===== config.mk =====
export PLATFORM = sky130hd
export DESIGN_NAME = ex_mem_pipe_reg
export DESIGN_NICKNAME = d
export VERILOG_FILES = /design/src/rtl/cpu_pkg.sv /design/src/rtl/sat_counter.sv /design/src/rtl/ex_mem_pipe_reg.sv
export SDC_FILE = /design/constraint.sdc
export NUM_CORES = 1
export LEC_CHECK = 0
export ABC_AREA = 0
export ABC_CLOCK_PERIOD_IN_PS = 3500
export BUFFER_PORTS_ARGS = -buffer_cell sky130_fd_sc_hd__buf_2
export CORE_ASPECT_RATIO = 0.7
export CORE_UTILIZATION = 45
export CTS_CLUSTER_SIZE = 14
export DETAILED_ROUTE_END_ITERATION = 6
export GPL_ROUTABILITY_DRIVEN = 0
export GPL_TIMING_DRIVEN = 1
export HOLD_SLACK_MARGIN = 0.1
export PLACE_DENSITY = 0.85
export RECOVER_POWER = 100
export SYNTH_ARGS = -nofsm -noshare
export SYNTH_HDL_FRONTEND = slang
export SYNTH_HIERARCHICAL = 1
export SYNTH_SLANG_ARGS = --single-unit

===== constraint.sdc =====
create_clock -name Clk -period 3.5 [get_ports Clk]
set_clock_uncertainty 0.15 [all_clocks]
set_input_delay 0.7 -clock Clk [delete_from_list [all_inputs] [get_ports Clk]]
set_output_delay 0.7 -clock Clk [all_outputs]
set_load 0.01 [all_outputs]

===== src/rtl/cpu_pkg.sv =====
// Shared definitions for the 5-stage CPU pipeline registers.
// The control bundle layout is common to ID/EX, EX/MEM and MEM/WB.
package cpu_pkg;

   localparam int DEF_DATA_W = 32;
   localparam int DEF_RW_W   = 5;

   // Control-bundle bit positions
   localparam int JUMP     = 0;
   localparam int BRANCH   = 1;
   localparam int MEMWR    = 2;
   localparam int REGWR    = 3;
   localparam int MEMTOREG = 4;
   localparam int CTRL_W   = 5;

   typedef logic [CTRL_W-1:0] ctrl_t;

   // Pack individual control lines into the shared bundle layout
   function automatic ctrl_t pack_ctrl(input logic jump, input logic branch,
                                       input logic memwr, input logic regwr,
                                       input logic memtoreg);
      ctrl_t c;
      c           = '0;
      c[JUMP]     = jump;
      c[BRANCH]   = branch;
      c[MEMWR]    = memwr;
      c[REGWR]    = regwr;
      c[MEMTOREG] = memtoreg;
      return c;
   endfunction

endpackage


===== src/rtl/sat_counter.sv =====
// Saturating event counter, clocked on the falling edge like the pipeline.
module sat_counter #(
   parameter int W = 16
) (
   input  logic         Clk,
   input  logic         Reset,
   input  logic         Inc,
   output logic [W-1:0] Count
);

   localparam logic [W-1:0] MAX_CNT = '1;

   // Increment that sticks at all-ones instead of wrapping
   function automatic logic [W-1:0] sat_inc(input logic [W-1:0] v);
      if (v == MAX_CNT) return v;
      return v + 1'b1;
   endfunction

   // Count events; only Reset brings the value back to zero
   always_ff @(negedge Clk) begin
      if (Reset)    Count <= '0;
      else if (Inc) Count <= sat_inc(Count);
   end

endmodule


===== src/rtl/ex_mem_pipe_reg.sv =====
// EX/MEM pipeline register with valid, stall/flush, overflow and $0 write
// kill, plus saturating bubble and stall counters.
import cpu_pkg::*;

module ex_mem_pipe_reg #(
   parameter int DATA_W       = DEF_DATA_W,
   parameter int RW_W         = DEF_RW_W,
   parameter int CNT_W        = 16,
   parameter bit KILL_ON_OVF  = 1'b1,
   parameter bit ZERO_RW_KILL = 1'b1
) (
   input  logic              Clk,
   input  logic              Reset,
   input  logic              Stall,
   input  logic              Flush,
   input  logic              E_Valid,
   input  logic [DATA_W-1:0] E_Jtarg,
   input  logic [DATA_W-1:0] E_Btarg,
   input  logic              E_Zero,
   input  logic              E_Overflow,
   input  logic [DATA_W-1:0] E_ALUout,
   input  logic [DATA_W-1:0] E_busB,
   input  logic [RW_W-1:0]   E_Rw,
   input  logic              E_Jump,
   input  logic              E_Branch,
   input  logic              E_MemWr,
   input  logic              E_RegWr,
   input  logic              E_MemtoReg,
   output logic              M_Valid,
   output logic [DATA_W-1:0] M_Jtarg,
   output logic [DATA_W-1:0] M_Btarg,
   output logic              M_Zero,
   output logic              M_Overflow,
   output logic [DATA_W-1:0] M_ALUout,
   output logic [DATA_W-1:0] M_busB,
   output logic [RW_W-1:0]   M_Rw,
   output logic              M_Jump,
   output logic              M_Branch,
   output logic              M_MemWr,
   output logic              M_RegWr,
   output logic              M_MemtoReg,
   output logic [CNT_W-1:0]  BubbleCnt,
   output logic [CNT_W-1:0]  StallCnt
);

   ctrl_t ctrl_in;
   ctrl_t ctrl_nxt;
   ctrl_t ctrl_p1;
   logic  vld_p1;
   logic  bubble_inc;
   logic  stall_inc;

   assign ctrl_in = pack_ctrl(E_Jump, E_Branch, E_MemWr, E_RegWr, E_MemtoReg);

   // Filter control: bubbles carry no control, overflow and $0 kill writes
   always_comb begin
      ctrl_nxt = '0;
      if (E_Valid) begin
         ctrl_nxt = ctrl_in;
         if (KILL_ON_OVF && E_Overflow) begin
            ctrl_nxt[REGWR]    = 1'b0;
            ctrl_nxt[MEMWR]    = 1'b0;
            ctrl_nxt[MEMTOREG] = 1'b0;
         end
         if (ZERO_RW_KILL && (E_Rw == '0))
            ctrl_nxt[REGWR] = 1'b0;
      end
   end

   // EX -> MEM stage boundary: Reset > Flush > Stall > load
   always_ff @(negedge Clk) begin
      if (Reset || Flush) begin
         vld_p1     <= 1'b0;
         ctrl_p1    <= '0;
         M_Jtarg    <= '0;
         M_Btarg    <= '0;
         M_Zero     <= 1'b0;
         M_Overflow <= 1'b0;
         M_ALUout   <= '0;
         M_busB     <= '0;
         M_Rw       <= '0;
      end else if (!Stall) begin
         vld_p1     <= E_Valid;
         ctrl_p1    <= ctrl_nxt;
         M_Jtarg    <= E_Jtarg;
         M_Btarg    <= E_Btarg;
         M_Zero     <= E_Zero;
         M_Overflow <= E_Overflow;
         M_ALUout   <= E_ALUout;
         M_busB     <= E_busB;
         M_Rw       <= E_Rw;
      end
   end

   assign M_Valid    = vld_p1;
   assign M_Jump     = ctrl_p1[JUMP];
   assign M_Branch   = ctrl_p1[BRANCH];
   assign M_MemWr    = ctrl_p1[MEMWR];
   assign M_RegWr    = ctrl_p1[REGWR];
   assign M_MemtoReg = ctrl_p1[MEMTOREG];

   // A bubble is either a flush or a load of an invalid EX slot
   assign bubble_inc = Flush || (!Stall && !E_Valid);
   assign stall_inc  = Stall && !Flush;

   sat_counter #(.W(CNT_W)) u_bubble_cnt (
      .Clk   (Clk),
      .Reset (Reset),
      .Inc   (bubble_inc),
      .Count (BubbleCnt)
   );

   sat_counter #(.W(CNT_W)) u_stall_cnt (
      .Clk   (Clk),
      .Reset (Reset),
      .Inc   (stall_inc),
      .Count (StallCnt)
   );

endmodule


# After elaboration in Yosys (flattened, before gate mapping)
# Index checks and enable logic that the tools add are counted.
# totals
regBits	173
in_bits	145
output_inout_bits	173
elab_cells	38
# op_classes
addsub	2
eq_ne	4
n_mux	11
n_reduce_logical	10
# ops
cell	count
$add 16x1->16 const B	2
$eq 16x16->1 const B	2
$mux 16	2
$mux 1	7
$logic_not 5->1	1
$mux 5	1
$ne 2x2->1 const B	2
$reduce_and 2->1	2
$logic_not 1->1	3
$mux 3	1
$logic_and 1x1->1	2
$logic_or 1x1->1	2

# Logic depth before layout (Yosys ltp)
# depth
ltp_word	7
mapped_depth	8
mapped_depth_nobuf	5

# Hierarchy
# The synthesis kept the hierarchy.
# by_module_without_submodules
module	n_inst	cells_per_inst	area_per_inst_um2	seq_area_each_um2
ex_mem_pipe_reg	1	464	5341.4	2822.7
sat_counter	2	97	822.0	320.3

==> impl_metrics.env <==
export IMPL_worstPathCellList="buf_6"
export IMPL_path_clk_slew_ns=0.11
export IMPL_status="finished, violations left"
export IMPL_dp_hpwl_um=13590
export IMPL_setup_ws_ns=-0.1104
export IMPL_htreeDepth=4
export IMPL_wirelength_um=25980
export IMPL_crit_arrival_ns=2.76
export IMPL_worstSkewPairLatency_ns=0.48
export IMPL_setup_violations=80
export IMPL_grt_pass1_vias=7683
export IMPL_clock_sinks=173
export IMPL_hp_start="ctrl_p1[3]$_SDFFE_NP0N_"
export IMPL_synthCells=658
export IMPL_async_reset_ff_share_pct=0
export IMPL_drt_met1_wl_um=9250
export IMPL_cts_tree="built"
export IMPL_timing_hold_violations_final=0
export IMPL_grt_setup_unrepaired="yes"
export IMPL_yosysTopAreaCellShare_pct=49.58
export IMPL_fp_coreArea_um2=14910
export IMPL_total_power_mw=5.571
export IMPL_cts_root_buffer_cell="clkbuf_16"
export IMPL_synthesis_area_um2=6985
export IMPL_yosysWarnings=6
export IMPL_worstMarginPinSlew_ns=0.6805
export IMPL_grt_usage_pct=29.56
export IMPL_tns_ns=-1.594
export IMPL_hold_path_class="flop to flop"
export IMPL_multi_input_area_um2=3243
export IMPL_drive_gt1_share_pct=59.40
export IMPL_wl_met3_um=1834
export IMPL_num_fill_cells=814
export IMPL_avgSynthCellArea_um2=10.62
export IMPL_critPathRequiredTime_ns=2.65
export IMPL_wl_met2_um=13830
export IMPL_cp_max_fo=2
export IMPL_ff_latch_area_um2=3727
export IMPL_max_slew_margin_pct=54.38
export IMPL_viasPerCell=5.182
export IMPL_synth_edf_count=0
export IMPL_cap_viol_max_count=0
export IMPL_seq_power_share_pct=37.3
export IMPL_leakage_nw=6.074
export IMPL_p_switching_mw=1.878
export IMPL_worst_setup_path_start_kind="flop"
export IMPL_internal_power_mw=3.694
export IMPL_overflow=0
export IMPL_swShare_pct=33.70
export IMPL_drtIter0Drc=457
export IMPL_dieArea_um2=16030
export IMPL_cp_slowest_cell="dfxtp_2"
export IMPL_dr_max_layer_used="met5"
export IMPL_dp_slack_ns=-0.4929
export IMPL_synth_nets=805
export IMPL_ant_nets=0
export IMPL_worst_setup_path_type="flop to output port"
export IMPL_synth_top_area_cell="dfxtp_1"
export IMPL_cp_slowest_stage_delay_ns=0.39
export IMPL_r2r_start="u_stall_cnt/Count[14]$_SDFFE_NP0P_"
export IMPL_io_pins=318
export IMPL_die_h_um=106.2
export IMPL_powerDensity_nw_per_um2=464.8
export IMPL_die_x_um=150.9
export IMPL_drv_slew=0
export IMPL_synth_area_leaders="dfxtp_1 50%, mux2i_1 19%, nor2_2 8.1%"
export IMPL_cts_buffers=17
export IMPL_initial_core_util_pct=46.86
export IMPL_cp_top_family="flip-flops"
export IMPL_ys_seq_elements=173
export IMPL_wl_per_cell_um=18.23
export IMPL_ir_drop_uv=345.1
export IMPL_drt_pass1_iter_count=5
export IMPL_ys_seq_area_share_pct=49.58
export IMPL_clk_path_buf_depth=2
export IMPL_numPortBuffers=317
export IMPL_pwr_share_comb_pct=9.7
export IMPL_fin_hold_ws_ns=0.3209
export IMPL_fin_nets=1363
export IMPL_rows=37
export IMPL_antenna_found_initial=2
export IMPL_violations="setup timing"
export IMPL_synth_ff_type="dfxtp_1"
export IMPL_drc_errors=0
export IMPL_critPathCaptureType="output port"
export IMPL_clkPwrFrac_pct=52.9
export IMPL_r2r_slack_ns=1.31
export IMPL_cp_startpoint="M_Jtarg[10]$_SDFFE_NP0N_"
export IMPL_grt_pass1_wl_um=36490
export IMPL_grt_max_degree=93
export IMPL_vias=7385
export IMPL_area_growth_pct=71.59
export IMPL_synth_cell_types=43
export IMPL_crit_buf_inv=1
## state kept, by name, summed over array words and instances, names as in the netlist
signal,flops
u_stall_cnt/Count,16
M_Btarg,32
M_Overflow,1
M_Zero,1
u_bubble_cnt/Count,16
ctrl_p1,5
M_Jtarg,32
M_Rw,5
M_busB,32
M_Valid,1
M_ALUout,32
## synthesized netlist by cell type (7+ instances only)
cell,instances
or4_1,7
buf_12,9
mux2i_1,135
buf_2,18
nand3_1,10
a21oi_1,27
inv_1,13
nor2_1,61
nand4_1,12
clkbuf_1,7
dfxtp_1,173
o21ai_0,10
nor2_2,90
nor3_1,10
or3_1,8
nand2_1,8
## repair_timing
item,CTS,global route
pin swaps,2,5
resized for setup,356,35
buffers inserted,35,24
endpoints found under the setup margin,175,181
gates cloned,0,0
endpoints found under the hold margin,0,0
hold buffers,0,0
## layout by cell type, fill, tap and decap left out, types with 3 or more instances in the layout
cell type / count
a21oi_1: 25
a22oi_1: 3
buf_12: 6
buf_2: 141
buf_4: 81
buf_6: 175
clkbuf_1: 3
clkbuf_16: 17
clkinv_4: 3
clkinv_8: 4
dfxtp_2: 154
dfxtp_4: 19
inv_1: 182
inv_8: 5
mux2i_1: 135
nand2_1: 8
nand3_1: 9
nand3b_1: 3
nand4_1: 12
nor2_1: 61
nor2_2: 90
nor2b_1: 5
nor3_1: 10
o21ai_0: 9
o31ai_1: 6
or3_1: 8
or4_1: 7
## power groups by stage
stage                     registers (mW)  clock network (mW)  logic (mW)
final                               2.08                2.95       0.543
after global routing                2.08                3.22       0.575
after CTS                           2.08                2.90       0.507
after detailed placement            2.10               0.305       0.435
after global placement              2.10               0.305       0.425
after floorplan                     2.12               0.305       0.240
## worst paths after layout
check / endpoint / cells after the start
worst min-delay path: ctrl_p1[3]$_SDFFE_NP0N_ / 2
worst min register to register: ctrl_p1[3]$_SDFFE_NP0N_ / 2
worst max register to register: u_stall_cnt/Count[15]$_SDFFE_NP0P_ / 6
worst max-delay path: M_Jtarg[10] / 1
## cells by family after synthesis
| family | after synthesis | synth area share, % |
|---|---|---|
| compound gates | 52 | 4.299 |
| fa+ha+maj | 2 | 0.3582 |
| buf+inv | 53 | 5.642 |
| flops | 173 | 49.58 |
| mux | 139 | 19.99 |
| simple gates | 239 | 20.13 |
## stage by stage
step | instances | util [%] | area, um^2
2_1_floorplan | 658 | - | 7052
3_3_place_gp | 1163 | 59.38 | 8851
3_5_place_dp | 1163 | 59.38 | 8851
4_1_cts | 1400 | 78.24 | 11660
5_1_grt | 1424 | 80.39 | 11980
6_report | 1425 | 80.41 | 11990
## routing by layer
metal,vias to the layer above,global-route usage (%)
met3,103,10.09
li1,3393,-
met5,-,0
met1,3496,28.13
met2,391,54.55
met4,2,17.64
## layout make-up
| type | count | share of cell area (%) |
|---|---|---|
| clock buffers | 17 | 3.549 |
| well taps | 195 | 2.035 |
| repair buffers | 409 | 28.73 |
| flip-flops and latches | 173 | 31.10 |
| multi-input cells | 432 | 27.06 |
| clock inverters | 188 | 7.203 |
| inverters | 10 | 0.3132 |
| diodes | 1 | 0.02088 |
Power figures use the tool's default switching activity.
